$ cat config.mk
export PLATFORM = sky130hd
export DESIGN_NAME = ip_sequencer
export DESIGN_NICKNAME = d
export VERILOG_FILES = /design/src/rtl/ip_sequencer.sv
export SDC_FILE = /design/constraint.sdc
export NUM_CORES = 1
export LEC_CHECK = 0
export ABC_AREA = 1
export ABC_CLOCK_PERIOD_IN_PS = 6300
export BUFFER_PORTS_ARGS = -buffer_cell sky130_fd_sc_hd__buf_2
export CELL_PAD_IN_SITES_DETAIL_PLACEMENT = 1
export CELL_PAD_IN_SITES_GLOBAL_PLACEMENT = 1
export CORE_UTILIZATION = 40
export CTS_CLUSTER_DIAMETER = 100
export CTS_CLUSTER_SIZE = 12
export DETAILED_ROUTE_END_ITERATION = 12
export GPL_ROUTABILITY_DRIVEN = 0
export PLACE_DENSITY = 0.71
export SYNTH_ARGS = -nofsm -noshare
export SYNTH_HDL_FRONTEND = slang
export SYNTH_SLANG_ARGS = --single-unit
$ cat constraint.sdc
create_clock -name Clock -period 6.3 [get_ports Clock]
set_clock_uncertainty 0.15 [all_clocks]
set_input_delay 0.315 -clock Clock [delete_from_list [all_inputs] [get_ports Clock]]
set_output_delay 0.315 -clock Clock [all_outputs]
set_load 0.01 [all_outputs]
$ cat src/rtl/ip_sequencer.sv
// ip_sequencer: instruction-pointer sequencer with a hardware return stack.
//
// Produces the instruction fetch address. Branch, call and return redirects
// reach oIP combinationally, so the redirected instruction is fetched in the
// same cycle with no bubble. Return addresses are kept in a register-array
// stack that is STACK_DEPTH entries deep.
//
// Optional build macro: IPSEQ_TRAP_EN
//   When it is defined, a stack overflow or underflow redirects fetch to
//   TRAP_VECTOR and pulses oTrap for that cycle.
//   When it is undefined, TRAP_VECTOR is unused and oTrap does not exist.
//
// Ports:
//   Clock           system clock; all state changes on posedge
//   Reset           asynchronous, active-low reset
//   iEnable         1 = advance, 0 = stall (all control inputs are ignored)
//   iBranchTaken    redirect to iTarget
//   iCall           redirect to iTarget and push the return address
//   iRet            redirect to the popped return address
//   iTarget         branch/call destination
//   iClearFlags     clears the sticky fault flags
//   oIP             current fetch address (redirect bypassed)
//   oStackDepth     number of valid stack entries
//   oStackEmpty     oStackDepth == 0
//   oStackFull      oStackDepth == STACK_DEPTH
//   oStackOverflow  sticky: a call was attempted while the stack was full
//   oStackUnderflow sticky: a return was attempted while the stack was empty
//   oTrap           (IPSEQ_TRAP_EN only) high in the cycle of a stack fault
module ip_sequencer #(
    parameter int                    ADDR_WIDTH   = 16,
    parameter int                    STACK_DEPTH  = 8,
    parameter logic [ADDR_WIDTH-1:0] RESET_VECTOR = {ADDR_WIDTH{1'b0}},
    parameter logic [ADDR_WIDTH-1:0] TRAP_VECTOR  = 16'hFFF0
) (
    input  logic                             Clock,
    input  logic                             Reset,
    input  logic                             iEnable,
    input  logic                             iBranchTaken,
    input  logic                             iCall,
    input  logic                             iRet,
    input  logic [ADDR_WIDTH-1:0]            iTarget,
    input  logic                             iClearFlags,
    output logic [ADDR_WIDTH-1:0]            oIP,
    output logic [$clog2(STACK_DEPTH+1)-1:0] oStackDepth,
    output logic                             oStackEmpty,
    output logic                             oStackFull,
    output logic                             oStackOverflow,
    output logic                             oStackUnderflow
`ifdef IPSEQ_TRAP_EN
    ,
    output logic                             oTrap
`endif
);

    localparam int DW = $clog2(STACK_DEPTH + 1);

    logic [ADDR_WIDTH-1:0] rIP;
    logic [DW-1:0]         rDepth;
    logic [ADDR_WIDTH-1:0] rStack [STACK_DEPTH];
    logic                  rOverflow;
    logic                  rUnderflow;

    logic                  doRet;
    logic                  doCall;
    logic                  doBranch;
    logic                  stackEmpty;
    logic                  stackFull;
    logic                  overflowEvt;
    logic                  underflowEvt;
    logic [ADDR_WIDTH-1:0] topEntry;
    logic [ADDR_WIDTH-1:0] ipSel;
`ifdef IPSEQ_TRAP_EN
    logic                  trapHit;
`endif

    assign stackEmpty   = (rDepth == DW'(0));
    assign stackFull    = (rDepth == DW'(STACK_DEPTH));
    assign overflowEvt  = doCall & stackFull;
    assign underflowEvt = doRet & stackEmpty;

    // Redirect select: ret beats call, and call beats branch. A stall masks every request.
    always_comb begin
        doRet    = 1'b0;
        doCall   = 1'b0;
        doBranch = 1'b0;
        if (iEnable) begin
            doRet    = iRet;
            doCall   = iCall & ~iRet;
            doBranch = iBranchTaken & ~iRet & ~iCall;
        end else begin
            doRet    = 1'b0;
            doCall   = 1'b0;
            doBranch = 1'b0;
        end
    end

    // Top-of-stack read is entry[depth-1]. An empty stack matches no entry,
    // so the result falls through to RESET_VECTOR, which is the empty-return target.
    always_comb begin
        topEntry = RESET_VECTOR;
        for (int i = 0; i < STACK_DEPTH; i++) begin
            if (rDepth == DW'(i + 1)) begin
                topEntry = rStack[i];
            end else begin
                topEntry = topEntry;
            end
        end
    end

    // Fetch address: the redirect target when a redirect is taken, otherwise the running IP.
    always_comb begin
        ipSel = rIP;
        if (doRet) begin
            ipSel = topEntry;
        end else if (doCall || doBranch) begin
            ipSel = iTarget;
        end else begin
            ipSel = rIP;
        end
`ifdef IPSEQ_TRAP_EN
        trapHit = 1'b0;
        if (overflowEvt || underflowEvt) begin
            ipSel   = TRAP_VECTOR;
            trapHit = 1'b1;
        end else begin
            trapHit = 1'b0;
        end
`endif
    end

    assign oIP = ipSel;
`ifdef IPSEQ_TRAP_EN
    assign oTrap = trapHit;
`endif

    // Instruction pointer: the successor of whatever was fetched this cycle, wrapping modulo 2^ADDR_WIDTH.
    always_ff @(posedge Clock or negedge Reset) begin
        if (!Reset) begin
            rIP <= RESET_VECTOR;
        end else if (iEnable) begin
            rIP <= ipSel + ADDR_WIDTH'(1);
        end else begin
            rIP <= rIP;
        end
    end

    // Stack depth: saturates at both ends. A dropped push or pop leaves it unchanged.
    always_ff @(posedge Clock or negedge Reset) begin
        if (!Reset) begin
            rDepth <= DW'(0);
        end else if (doCall && !stackFull) begin
            rDepth <= rDepth + DW'(1);
        end else if (doRet && !stackEmpty) begin
            rDepth <= rDepth - DW'(1);
        end else begin
            rDepth <= rDepth;
        end
    end

    // Stack storage: a push writes entry[depth] with the pre-update rIP, which is the caller's successor.
    always_ff @(posedge Clock) begin
        for (int i = 0; i < STACK_DEPTH; i++) begin
            if (doCall && !stackFull && (rDepth == DW'(i))) begin
                rStack[i] <= rIP;
            end else begin
                rStack[i] <= rStack[i];
            end
        end
    end

    // Sticky fault flags: a set event beats a clear in the same cycle. A stall freezes both flags.
    always_ff @(posedge Clock or negedge Reset) begin
        if (!Reset) begin
            rOverflow  <= 1'b0;
            rUnderflow <= 1'b0;
        end else begin
            if (overflowEvt) begin
                rOverflow <= 1'b1;
            end else if (iEnable && iClearFlags) begin
                rOverflow <= 1'b0;
            end else begin
                rOverflow <= rOverflow;
            end
            if (underflowEvt) begin
                rUnderflow <= 1'b1;
            end else if (iEnable && iClearFlags) begin
                rUnderflow <= 1'b0;
            end else begin
                rUnderflow <= rUnderflow;
            end
        end
    end

    assign oStackDepth     = rDepth;
    assign oStackEmpty     = stackEmpty;
    assign oStackFull      = stackFull;
    assign oStackOverflow  = rOverflow;
    assign oStackUnderflow = rUnderflow;

endmodule

==> results.json <==
{
  "switching_share_pct": 39.8,
  "slew_headroom_pct": 11.5,
  "core_area_um2": 18000,
  "async_flop_share_pct": 14.7,
  "cts_buffers": 17,
  "num_rows": 49,
  "vias_per_cell": 5.19,
  "combPwrFrac_pct": 33.2,
  "grt_first_pass_wirelength_um": 32500,
  "endpoint_kind": "flip-flop",
  "port_buffers": 46,
  "firstDrtPassIters": 4,
  "ys_top_cells_by_count": "257 x nand2_1, 128 x edfxtp_1, 64 x nor2_1, 55 x nand3_1, 52 x inv_1",
  "synth_top_area_share_pct": 52.3,
  "post-synth-top-count-cell": "nand2_1",
  "crit_path_max_fanout": 15,
  "detail-route-antenna-nets": 0,
  "cts_tree": "yes",
  "die_w_um": 138,
  "worst_r2r_endpoint": "rIP[12]$_DFFE_PN0P_",
  "seq_power_share_pct": 39.1,
  "critical_path_class": "flip-flop to flip-flop",
  "clockRootBuffer": "clkbuf_16",
  "p_sw_uw": 1480,
  "initial_core_util_pct": 40.9,
  "drive_gt1_share_pct": 19.4,
  "min_period_over_period_pct": 58.0,
  "post-route-drc-count": 0,
  "endpoint": "rIP[12]$_DFFE_PN0P_",
  "synth_cells": 747,
  "internal_power_uw": 2240,
  "ys_warn_count": 0,
  "grt_max_degree": 29,
  "hp-class": "primary input to flip-flop",
  "dieArea_um2": 18900,
  "post_drt_wl_per_cell_um": 20.2,
  "synthFlopType": "edfxtp_1",
  "overflow": 0,
  "reg2reg_depth": 20,
  "syn_area_per_cell_um2": 9.84,
  "seq_area_frac_synth_pct": 59.8,
  "clock-sinks": 150,
  "yosysTopAreaCell": "edfxtp_1",
  "synth.lib_cells_used.distinct": 41,
  "worst_pin_slew_ns": 1.32,
  "grt_pass1_vias": 5710,
  "fin_hold_ws_ns": 0.0612,
  "fin_tns_setup_ns": 0,
  "synth_edf_count": 128,
  "place.detailed.hpwl_um": 14900,
  "setup_viol": 0,
  "vias": 5368,
  "layout_min_cycle_time_ns": 3.65,
  "crit_path_start_kind": "flip-flop",
  "nets": 821,
  "worstPathArrival_ns": 3.81,
  "routed_wl_um": 20900,
  "rsz0062_at_grt": "no",
  "cap_violations": 0,
  "ios": 47,
  "area_growth_pct": 13.5,
  "timing.fmax_mhz": 274,
  "clkPwrFrac_pct": 27.7,
  "grtUsageTotal_pct": 24.0,
  "yosys-top-cells-area": "edfxtp_1 52%, nand2_1 13%, dfrtp_1 7.5%",
  "status": "completed",
  "syn-num-nets": 775,
  "leakage_uw": 0.00347,
  "power.density_nw_per_um2": 446,
  "r2r-start": "oStackDepth[0]$_DFFE_PN0P_",
  "cts-htree-levels": 4,
  "drtIter0Drc": 257,
  "total_power_uw": 3720,
  "antenna_cells": 0,
  "finalHoldViolCount": 0,
  "slew_violations": 0,
  "fillers": 2037,
  "ys_ff_latch": 150,
  "clkTransAtPathRegs_ns": 0.07,
  "crit_required_ns": 6.46,
  "die_h_um": 138,
  "reg2reg_slack_ns": 2.65,
  "crit_start": "oStackDepth[0]$_DFFE_PN0P_",
  "synth_area_um2": 7350,
  "antenna_found_initial": 0,
  "peakVddDrop_v": 0.000209,
  "cts_resized": 0,
  "cts_max_path_buffers": 2,
  "clock_latency_ns": 0.43
}
## worst min-delay path by stage
stage / from / endpoint / slack (ns) / cells past startpoint
2_1_floorplan: Reset / oStackDepth[0]$_DFFE_PN0P_ / -0.13 / 0
3_3_place_gp: Reset / oStackUnderflow$_DFFE_PN0P_ / 0.18 / 1
3_5_place_dp: Reset / rIP[1]$_DFFE_PN0P_ / 0.19 / 1
4_1_cts: iClearFlags / oStackUnderflow$_DFFE_PN0P_ / 0.07 / 4
5_1_grt: iClearFlags / oStackUnderflow$_DFFE_PN0P_ / 0.1 / 4
6_report: iClearFlags / oStackUnderflow$_DFFE_PN0P_ / 0.06 / 4
## critical path: stages (launching register included)
cell and delay (ns):
dfrtp_1 0.45, inv_1 0.13, ha_1 0.49, inv_2 0.31, nor2_4 0.25, nand2_1 0.07, nand2_1 0.06, nand2_1 0.05
nand4_1 0.08, nand3_1 0.09, nand2_1 0.10, nand2_1 0.08, a21boi_2 0.23, ha_1 0.21, inv_1 0.07, nor2_4 0.14
nand3_1 0.13, nor2_1 0.19, nand3_1 0.10, nand3_1 0.10, nand2_1 0.07
## metal layers
layer	track usage, %	vias to the layer above	share of wire (%)
li1	-	2549	-
met1	29.8	2674	44
met2	42.1	125	51
met3	3.53	20	3.4
met4	9.28	0	1.7
met5	0	-	0
## kinds of logic after synthesis
group / after synthesis / synth area share [%]
flip-flops: 150 / 59.8
AO/OA/AOI/OAI: 40 / 4.00
adder cells (fa/ha/maj): 5 / 0.851
XOR/XNOR: 7 / 0.834
AND/OR/NAND/NOR: 448 / 28.2
buffers and inverters: 97 / 6.30
## metrics by stage
stage / util, % / instances / area, um2 / setup slack, ns
after floorplan: - / 747 / 7350 / 3.35
after global placement: 43.0 / 1002 / 7730 / 2.68
after detailed placement: 43.0 / 1002 / 7730 / 2.61
after CTS: 46.4 / 1035 / 8340 / 2.65
after global routing: 46.4 / 1035 / 8340 / 2.33
final: 46.4 / 1035 / 8340 / 2.65
## state kept, by name (all words and copies together) (netlist names)
signal / flops
rStack: 128
oStackUnderflow: 1
oStackDepth: 4
rIP: 16
oStackOverflow: 1
## cell usage in the layout (no fill, tap or decap), types with 3 or more instances in the layout
cell type   count
edfxtp_1      128
ha_1            5
o211ai_1        6
xor2_1          6
buf_2          46
a21oi_1         3
nand2_2         9
inv_2          13
a21oi_4         4
clkbuf_16      18
or2_2          15
buf_4           7
clkinv_2        3
nand3_2         3
nand4_1        22
dfrtp_1        22
nand3_1        55
o21ai_1         5
nor2_1         63
nor2_4          6
a21boi_2        3
o21ai_0        14
nor2_2          5
inv_4           3
clkinvlp_4      3
nand2_1       257
nor2_8          4
inv_1          52
## area by class of cell
cell class	instances	area, um2	share of cell area [%]
tap	229	287	3.43
inverter	70	272	3.25
clock inverter	10	119	1.42
multi-input combinational	500	2490	29.9
sequential	150	4390	52.7
timing repair buffer	54	293	3.51
clock buffer	22	485	5.82
## power groups by stage
stage	Sequential, uW	Clock, uW	Combinational [uW]
final	1450	1030	1230
after floorplan	1360	0	908
after global routing	1470	1080	1370
after CTS	1460	1050	1250
after global placement	1470	0	1190
after detailed placement	1480	0	1240
## what timing repair did
| item | 4_1_cts | 5_1_grt |
|---|---|---|
| hold buffers | 1 | 0 |
| hold endpoints to repair | 22 | 0 |
| setup buffers | 0 | 0 |
Note: power is estimated with default switching activity, not from simulation.
